**config.mk**
```make
export PLATFORM = sky130hd
export DESIGN_NAME = instr_encoder
export DESIGN_NICKNAME = d
export VERILOG_FILES = /design/src/rtl/instr_encoder.sv
export SDC_FILE = /design/constraint.sdc
export NUM_CORES = 1
export LEC_CHECK = 0
export CORE_MARGIN = 3
export CORE_UTILIZATION = 54
export DETAILED_ROUTE_END_ITERATION = 16
export HOLD_SLACK_MARGIN = 0.03
export PLACE_DENSITY = 0.83
export SLEW_MARGIN = 0
export SYNTH_ARGS = -nofsm -noshare
export SYNTH_HDL_FRONTEND = slang
export SYNTH_SLANG_ARGS = --single-unit
export TNS_END_PERCENT = 5
```
**constraint.sdc**
```tcl
create_clock -name clk -period 3.9 [get_ports clk]
set_input_delay 0.78 -clock clk [delete_from_list [all_inputs] [get_ports clk]]
set_output_delay 0.78 -clock clk [all_outputs]
set_load 0.02 [all_outputs]
```
**src/rtl/instr_encoder.sv**
```systemverilog
// Packs decoded Frost32 instruction fields into 32-bit words behind a 2-entry output FIFO.
// Optional err_count output enabled by defining FROST32_INSTR_ENCODER_ERR_COUNT_EN.
module instr_encoder #(
    parameter int WORD_WIDTH  = 32,
    parameter int COUNT_WIDTH = 16
) (
    input  logic                   clk,
    input  logic                   rst_n,
    input  logic                   in_valid,
    output logic                   in_ready,
    input  logic [3:0]             in_group,
    input  logic [3:0]             in_ra_index,
    input  logic [3:0]             in_rb_index,
    input  logic [3:0]             in_rc_index,
    input  logic [3:0]             in_opcode,
    input  logic [15:0]            in_imm_val,
    output logic                   out_valid,
    input  logic                   out_ready,
    output logic [WORD_WIDTH-1:0]  out_word,
    output logic                   out_err,
    output logic [COUNT_WIDTH-1:0] enc_count
`ifdef FROST32_INSTR_ENCODER_ERR_COUNT_EN
    ,
    output logic [7:0]             err_count
`endif
);

    logic [WORD_WIDTH-1:0]  head_word_q, head_word_d;
    logic                   head_err_q, head_err_d;
    logic [WORD_WIDTH-1:0]  tail_word_q, tail_word_d;
    logic                   tail_err_q, tail_err_d;
    logic [1:0]             count_q, count_d;
    logic [COUNT_WIDTH-1:0] enc_count_q, enc_count_d;

    logic [WORD_WIDTH-1:0]  new_word;
    logic                   new_err;
    logic                   push;
    logic                   pop;

    // Field packing; unencodable groups collapse to an all-zero NOP word.
    always_comb begin
        new_word = '0;
        new_err  = 1'b0;
        case (in_group)
            4'd0, 4'd3, 4'd4, 4'd6: begin
                new_word = {in_group, in_ra_index, in_rb_index, in_rc_index, 12'h000, in_opcode};
            end
            4'd1, 4'd2: begin
                new_word = {in_group, in_ra_index, in_rb_index, in_opcode, in_imm_val};
            end
            4'd5: begin
                new_word = {in_group, in_ra_index, in_rb_index, in_rc_index, in_opcode,
                            in_imm_val[11:0]};
                new_err  = (in_imm_val[15:12] != {4{in_imm_val[11]}});
            end
            default: begin
                new_word = '0;
                new_err  = 1'b1;
            end
        endcase
    end

    assign in_ready  = (count_q != 2'd2);
    assign out_valid = (count_q != 2'd0);
    assign push      = in_valid && in_ready;
    assign pop       = out_valid && out_ready;

    always_comb begin
        head_word_d = head_word_q;
        head_err_d  = head_err_q;
        tail_word_d = tail_word_q;
        tail_err_d  = tail_err_q;
        count_d     = count_q;
        enc_count_d = enc_count_q + (pop ? COUNT_WIDTH'(1) : COUNT_WIDTH'(0));
        case (count_q)
            2'd0: begin
                if (push) begin
                    head_word_d = new_word;
                    head_err_d  = new_err;
                    count_d     = 2'd1;
                end
            end
            2'd1: begin
                if (push && pop) begin
                    head_word_d = new_word;
                    head_err_d  = new_err;
                end else if (push) begin
                    tail_word_d = new_word;
                    tail_err_d  = new_err;
                    count_d     = 2'd2;
                end else if (pop) begin
                    count_d = 2'd0;
                end
            end
            default: begin
                // Full: in_ready is low, so only a pop can happen here.
                if (pop) begin
                    head_word_d = tail_word_q;
                    head_err_d  = tail_err_q;
                    count_d     = 2'd1;
                end
            end
        endcase
    end

    always_ff @(posedge clk) begin
        if (!rst_n) begin
            head_word_q <= '0;
            head_err_q  <= 1'b0;
            tail_word_q <= '0;
            tail_err_q  <= 1'b0;
            count_q     <= 2'd0;
            enc_count_q <= '0;
        end else begin
            head_word_q <= head_word_d;
            head_err_q  <= head_err_d;
            tail_word_q <= tail_word_d;
            tail_err_q  <= tail_err_d;
            count_q     <= count_d;
            enc_count_q <= enc_count_d;
        end
    end

    assign out_word  = head_word_q;
    assign out_err   = head_err_q;
    assign enc_count = enc_count_q;

`ifdef FROST32_INSTR_ENCODER_ERR_COUNT_EN
    logic [7:0] err_count_q, err_count_d;

    always_comb begin
        err_count_d = err_count_q;
        if (pop && head_err_q && (err_count_q != 8'hFF)) begin
            err_count_d = err_count_q + 8'd1;
        end
    end

    always_ff @(posedge clk) begin
        if (!rst_n) begin
            err_count_q <= 8'h00;
        end else begin
            err_count_q <= err_count_d;
        end
    end

    assign err_count = err_count_q;
`endif

endmodule

```
==> impl_metrics.json, run 1 <==
{
  "ys_seq_elements": 84,
  "post_cts_buffers": 0,
  "synth.largest_area_cell": "dfxtp_1",
  "comb_power_share_pct": 17.0,
  "numCtsBuffers": 9,
  "synth_area_leaders": "dfxtp_1 (43%), o21ai_0 (6.3%), a21oi_1 (5.2%)",
  "final_common_cell": "clkdlybuf4s50_1",
  "timing.rr.end": "tail_word_q[8]",
  "insertion_delay_ns": 0.34,
  "place_area_mm2": 0.00487,
  "critPathCapture": "tail_word_q[8]",
  "p_seq_share_pct": 47.3,
  "antenna_found_initial": 0,
  "start_util_pct": 56.9,
  "outcome": "complete, no violations",
  "ys_async_sr_fraction_pct": 0,
  "setup_violations": 0,
  "diodes": 0,
  "clock_path_buffers": 2,
  "cts_resized": 0,
  "post-route-cell-area_mm2": 0.00509,
  "fin_crit_sh_pct": 69.4,
  "ant_nets": 0,
  "area_delta_synth_final_pct": 28.9,
  "dieHeight_um": 91.5,
  "powerDensity_mw_per_mm2": 377,
  "power_mw": 1.92,
  "hold_violations": 0,
  "cp_slowest_cell": "nand4bb_1",
  "fillers": 511,
  "drtIter0Drc": 231,
  "path_cells": "clkdlybuf4s50_1 > nand4bb_1 > a211oi_4 > a22oi_1 > nor2b_1",
  "synth_cell_types": 53,
  "grt_pass1_vias": 3616,
  "yosysSeqAreaShare_pct": 42.6,
  "critPathKind": "primary input to flip-flop",
  "clock_sink_count": 84,
  "cp_num_cells": 5,
  "finalSetupTns_ns": 0,
  "synth_ff_type": "dfxtp_1",
  "num_vias": 3658,
  "fin_crit_ns": 2.71,
  "viasPerCell": 5.78,
  "cts_tree": "built",
  "fin_nets": 574,
  "htreeDepth": 3,
  "synth_edf_count": 0,
  "p_clk_share_pct": 35.7,
  "start_kind": "primary input",
  "worstPathArrival_ns": 2.98,
  "crit_start": "out_ready",
  "r2r_start": "count_q[1]",
  "clk_pin_slew_ns": 0.08,
  "grt_pass1_wl_mm": 16.8,
  "power.leakage_nw": 1.85,
  "syn-num-nets": 499,
  "synthDominantCellAreaShare_pct": 42.6,
  "io_buffer_count": 90,
  "synth.avg_cell_area_um2": 8.64,
  "path_buf_inv": 1,
  "cp_top_family": "simple AND/OR/NAND/NOR gates",
  "ctsRootBufferMaster": "clkbuf_8",
  "syn-cell-area_mm2": 0.00395,
  "drc": 0,
  "rows": 30,
  "firstDrtPassIters": 5,
  "slew-limit-headroom_pct": 48.4,
  "ir_drop_uv": 278,
  "fin_skew_ns": 0.00837,
  "max_freq_ghz": 0.369,
  "final_max_slew_viol_count": 0,
  "fp.dieW_um": 91.5,
  "wl_per_cell_um": 15.8,
  "grt_start_max_net_pins": 43,
  "post-dp-hpwl_mm": 6.85,
  "drive_above_1_share_pct": 8.75,
  "core_mm2": 0.00694,
  "r2r_setup_slack_ns": 1.74,
  "power.internal_mw": 1.42,
  "final_cell_mix": "clkdlybuf4s50_1 (89), dfxtp_1 (84), o21ai_0 (50)",
  "cap_violations": 0,
  "track_usage_pct": 24.1,
  "worst_pin_slew_ns": 0.772,
  "crit_required_ns": 4.18,
  "rsz0062_at_grt": "false",
  "switching_power_mw": 0.500,
  "synth_cells": 457,
  "cts_hold_buffers": 0,
  "path_max_fanout": 13,
  "final_core_util_pct": 73.3,
  "die-area_mm2": 0.00838,
  "hold_path.class": "flip-flop to flip-flop",
  "switching_share_pct": 26.1,
  "timing.hold.ws_ns": 0.466,
  "grt-ovfl-total": 0,
  "slowest_delay_ns": 0.73,
  "totalWireLength_mm": 9.99,
  "rr_worst_depth": 5,
  "io_pins": 91,
  "end_kind": "flip-flop",
  "ys.warnings.count": 0,
  "place_congestion": 0.928
}
==> cells in the mapped netlist, drive strengths merged, types with 2 or more instances <==
| master | instances |
|---|---|
| mux2i | 5 |
| nand2 | 27 |
| o21ai | 54 |
| dfxtp | 84 |
| ha | 2 |
| nand3 | 34 |
| a2111oi | 2 |
| and3 | 2 |
| buf | 18 |
| nor4 | 7 |
| inv | 9 |
| or3 | 4 |
| nand4 | 3 |
| nor3b | 2 |
| nor2 | 20 |
| a31o | 4 |
| nor2b | 11 |
| nor3 | 4 |
| xor2 | 8 |
| a22oi | 12 |
| and2 | 15 |
| a21boi | 18 |
| nand2b | 2 |
| a21bo | 4 |
| clkbuf | 18 |
| and3b | 5 |
| a21oi | 41 |
| o211ai | 6 |
| nand3b | 3 |
| a211oi | 2 |
| xnor2 | 4 |
| a221oi | 16 |
==> layer usage <==
metal | wire [um] | global-route usage (%) | up-vias | part of all wire (%)
li1 | - | - | 1811 | -
met3 | 701 | 5.47 | 16 | 7.0
met2 | 4860 | 40.8 | 154 | 49
met4 | 112 | 7.29 | 0 | 1.1
met5 | 0 | 0 | - | 0
met1 | 4320 | 30.2 | 1677 | 43
==> per-stage QoR <==
step           worst slack (ns)  cells
2_1_floorplan              1.68    457
3_3_place_gp               1.04    617
3_5_place_dp              0.899    617
4_1_cts                    1.25    633
5_1_grt                    1.02    633
6_report                   1.19    633
==> cell families after synthesis <==
logic type               synth area share [%]
AND/OR/NAND/NOR                          19.6
adder cells (fa/ha/maj)                 0.633
multiplexers                             1.27
flip-flops                               42.6
XOR/XNOR                                 3.14
buffers and inverters                    5.42
AO/OA/AOI/OAI                            27.3
==> area by class of cell <==
cell class / instances / area (um^2) / area share [%]
Sequential cell: 84 / 1680 / 33.0
Multi-Input combinational cell: 328 / 2060 / 40.5
Timing Repair Buffer: 100 / 971 / 19.1
Tap cell: 96 / 120 / 2.36
Inverter: 9 / 33.8 / 0.663
Clock buffer: 10 / 138 / 2.70
Clock inverter: 6 / 87.6 / 1.72
==> state kept, by name (all words and copies together) (netlist names) <==
| signal | cells |
|---|---|
| count_q | 2 |
| out_err | 1 |
| out_word | 32 |
| tail_word_q | 32 |
| enc_count | 16 |
| tail_err_q | 1 |
==> worst reg2reg max path, stage by stage, from the launching register on <==
cell	delay [ns]
dfxtp_1	0.31
buf_4	0.20
nand4bb_1	0.66
a211oi_4	0.63
a22oi_1	0.15
nor2b_1	0.15
==> worst min-delay path by stage <==
| stage | startpoint | endpoint | slack [ns] | cells after the start |
|---|---|---|---|---|
| after floorplan | tail_err_q | tail_err_q | 0.43 | 2 |
| after global placement | tail_word_q[29] | tail_word_q[29] | 0.45 | 2 |
| after detailed placement | tail_word_q[26] | tail_word_q[26] | 0.45 | 2 |
| after CTS | tail_word_q[26] | tail_word_q[26] | 0.47 | 2 |
| after global routing | tail_word_q[17] | tail_word_q[17] | 0.50 | 2 |
| final | tail_word_q[26] | tail_word_q[26] | 0.47 | 2 |
==> power by group through the flow <==
stage	combinational [mW]	sequential, mW	clock (mW)
finish	0.326	0.907	0.685
global route	0.354	0.911	0.727
detailed placement	0.322	0.928	0
global placement	0.317	0.927	0
CTS	0.325	0.908	0.694
floorplan	0.148	0.961	0
Power figures use the tool's default switching activity.
==> inputs of run 2 (changes only) <==
--- a/config.mk
+++ b/config.mk
@@ -6,10 +6,10 @@
 export NUM_CORES = 1
 export LEC_CHECK = 0
 export CORE_MARGIN = 3
-export CORE_UTILIZATION = 54
+export CORE_UTILIZATION = 45
 export DETAILED_ROUTE_END_ITERATION = 16
 export HOLD_SLACK_MARGIN = 0.03
-export PLACE_DENSITY = 0.83
+export PLACE_DENSITY = 0.74
 export SLEW_MARGIN = 0
 export SYNTH_ARGS = -nofsm -noshare
 export SYNTH_HDL_FRONTEND = slang
==> constraint.sdc (replaced) <==
create_clock -name clk -period 2.3 [get_ports clk]
set_input_delay 0.46 -clock clk [delete_from_list [all_inputs] [get_ports clk]]
set_output_delay 0.46 -clock clk [all_outputs]
set_load 0.02 [all_outputs]
==> run 2 against run 1 <==
Net effect: worst setup slack got worse by 0.98 ns; flip-flop and latch count unchanged; cell count increased by 2.8%; largest cell class unchanged; total power increased by 65%; global-route usage decreased by 2.4 points; via count increased by 2.9%.
==> impl_metrics.json, run 2 (same netlist as run 1, synthesis figures left out) <==
{
  "post-dp-hpwl_mm": 7.20,
  "post_cts_buffers": 0,
  "ctsRootBufferMaster": "clkbuf_8",
  "start_kind": "flip-flop",
  "critPathKind": "flip-flop to primary output",
  "end_kind": "primary output",
  "hold_violations": 0,
  "rsz0062_at_grt": "false",
  "final_core_util_pct": 62.3,
  "die-area_mm2": 0.00994,
  "dieHeight_um": 99.7,
  "final_max_slew_viol_count": 0,
  "clock_path_buffers": 2,
  "path_max_fanout": 5,
  "ant_nets": 0,
  "path_cells": "nor2_1 > inv_1 > clkdlybuf4s50_1",
  "cts_hold_buffers": 0,
  "numCtsBuffers": 9,
  "place_congestion": 0.839,
  "slowest_delay_ns": 0.54,
  "totalWireLength_mm": 10.5,
  "drtIter0Drc": 216,
  "switching_share_pct": 27.2,
  "grt_pass1_vias": 3648,
  "io_buffer_count": 90,
  "area_delta_synth_final_pct": 32.2,
  "viasPerCell": 5.78,
  "drc": 0,
  "num_vias": 3764,
  "worstPathArrival_ns": 1.62,
  "worst_pin_slew_ns": 0.499,
  "cp_slowest_cell": "clkdlybuf4s50_1",
  "fin_crit_sh_pct": 90.6,
  "fp.dieW_um": 99.7,
  "max_freq_ghz": 0.480,
  "firstDrtPassIters": 4,
  "powerDensity_mw_per_mm2": 607,
  "wl_per_cell_um": 16.2,
  "power.leakage_nw": 1.91,
  "outcome": "complete, no violations",
  "fin_crit_ns": 2.08,
  "core_mm2": 0.00838,
  "antenna_found_initial": 0,
  "slew-limit-headroom_pct": 66.7,
  "hold_path.class": "flip-flop to flip-flop",
  "io_pins": 91,
  "htreeDepth": 3,
  "start_util_pct": 47.1,
  "comb_power_share_pct": 18.5,
  "p_clk_share_pct": 32.9,
  "crit_required_ns": 1.84,
  "path_buf_inv": 2,
  "grt_start_max_net_pins": 46,
  "cp_top_family": "buffers and inverters",
  "rows": 33,
  "clock_sink_count": 84,
  "fin_nets": 584,
  "track_usage_pct": 21.7,
  "insertion_delay_ns": 0.35,
  "ir_drop_uv": 412,
  "final_cell_mix": "clkdlybuf4s50_1 (89), dfxtp_1 (84), o21ai_0 (50)",
  "setup_violations": 0,
  "final_common_cell": "clkdlybuf4s50_1",
  "grt-ovfl-total": 0,
  "switching_power_mw": 0.862,
  "power_mw": 3.17,
  "cts_resized": 0,
  "diodes": 0,
  "grt_pass1_wl_mm": 17.6,
  "power.internal_mw": 2.31,
  "cap_violations": 0,
  "r2r_setup_slack_ns": 0.40,
  "drive_above_1_share_pct": 10.4,
  "fin_skew_ns": 0.00652,
  "p_seq_share_pct": 48.5,
  "clk_pin_slew_ns": 0.08,
  "cts_tree": "built"
}
-- run 2: cell count changes in the layout (fill, tap and decap cells not counted), sizes merged --
cell,delta
clkinv,-1
buf,+10
clkinvlp,+1
bufinv,-1
-- run 2: path summary, 6_finish.rpt --
| kind | startpoint | end | cells after the start |
|---|---|---|---|
| hold / removal | tail_word_q[27] | tail_word_q[27] | 2 |
| setup reg to reg | count_q[0] | enc_count[14] | 8 |
| hold reg to reg | tail_word_q[27] | tail_word_q[27] | 2 |
| setup / recovery | count_q[0] | out_valid | 3 |
-- run 2: layout make-up --
type                    count  area, um^2
clock buffers              10         138
clock inverters             5        52.6
fillers                   712        3160
inverters                   9        33.8
multi-input cells         328        2070
flip-flops and latches     84        1680
well taps                 105         131
repair buffers            110        1120
-- run 2: through the flow --
step	setup TNS, ns	cell area [um^2]	hold slack, ns	cells	worst slack [ns]
after CTS	0	5220	0.468	651	0.213
after global routing	0	5220	0.492	651	0.131
final	0	5220	0.467	651	0.216
after detailed placement	-0.0255	5030	0.456	636	-0.0255
after floorplan	0	3950	0.435	457	0.399
after global placement	0	5030	0.442	636	0.0217
-- run 2: power by group through the flow --
stage                     Combinational, mW  Sequential (mW)  Clock [mW]
after global placement                0.579             1.57           0
final                                 0.587             1.54        1.04
after global routing                  0.636             1.55        1.12
after CTS                             0.589             1.54        1.07
after floorplan                       0.250             1.63           0
after detailed placement              0.587             1.57           0
-- run 2: tightest hold or removal path, delay by kind of cell, from the launching register on --
| kind | cells | cell delay (ns) |
|---|---|---|
| flip-flops | 1 | 0.32 |
| AO/OA/AOI/OAI | 1 | 0.05 |
| AND/OR/NAND/NOR | 1 | 0.05 |
-- run 2: metal layers --
layer,GRT usage (%),vias to the layer above,part of all wire (%)
li1,-,1834,-
met1,29.8,1764,45
met4,8.61,0,1.8
met2,33.2,149,46
met5,0,-,0
met3,4.35,17,7.6
==> inputs of run 3 (changes only) <==
--- a/config.mk
+++ b/config.mk
@@ -7,6 +7,7 @@
 export LEC_CHECK = 0
 export CORE_MARGIN = 3
 export CORE_UTILIZATION = 45
+export CTS_BUF_LIST = sky130_fd_sc_hd__clkbuf_4 sky130_fd_sc_hd__clkbuf_8 sky130_fd_sc_hd__clkbuf_16
 export DETAILED_ROUTE_END_ITERATION = 16
 export HOLD_SLACK_MARGIN = 0.03
 export PLACE_DENSITY = 0.74
==> results of run 3 <==
Same layout as run 2: the final DEF is identical, and so are final timing and power.
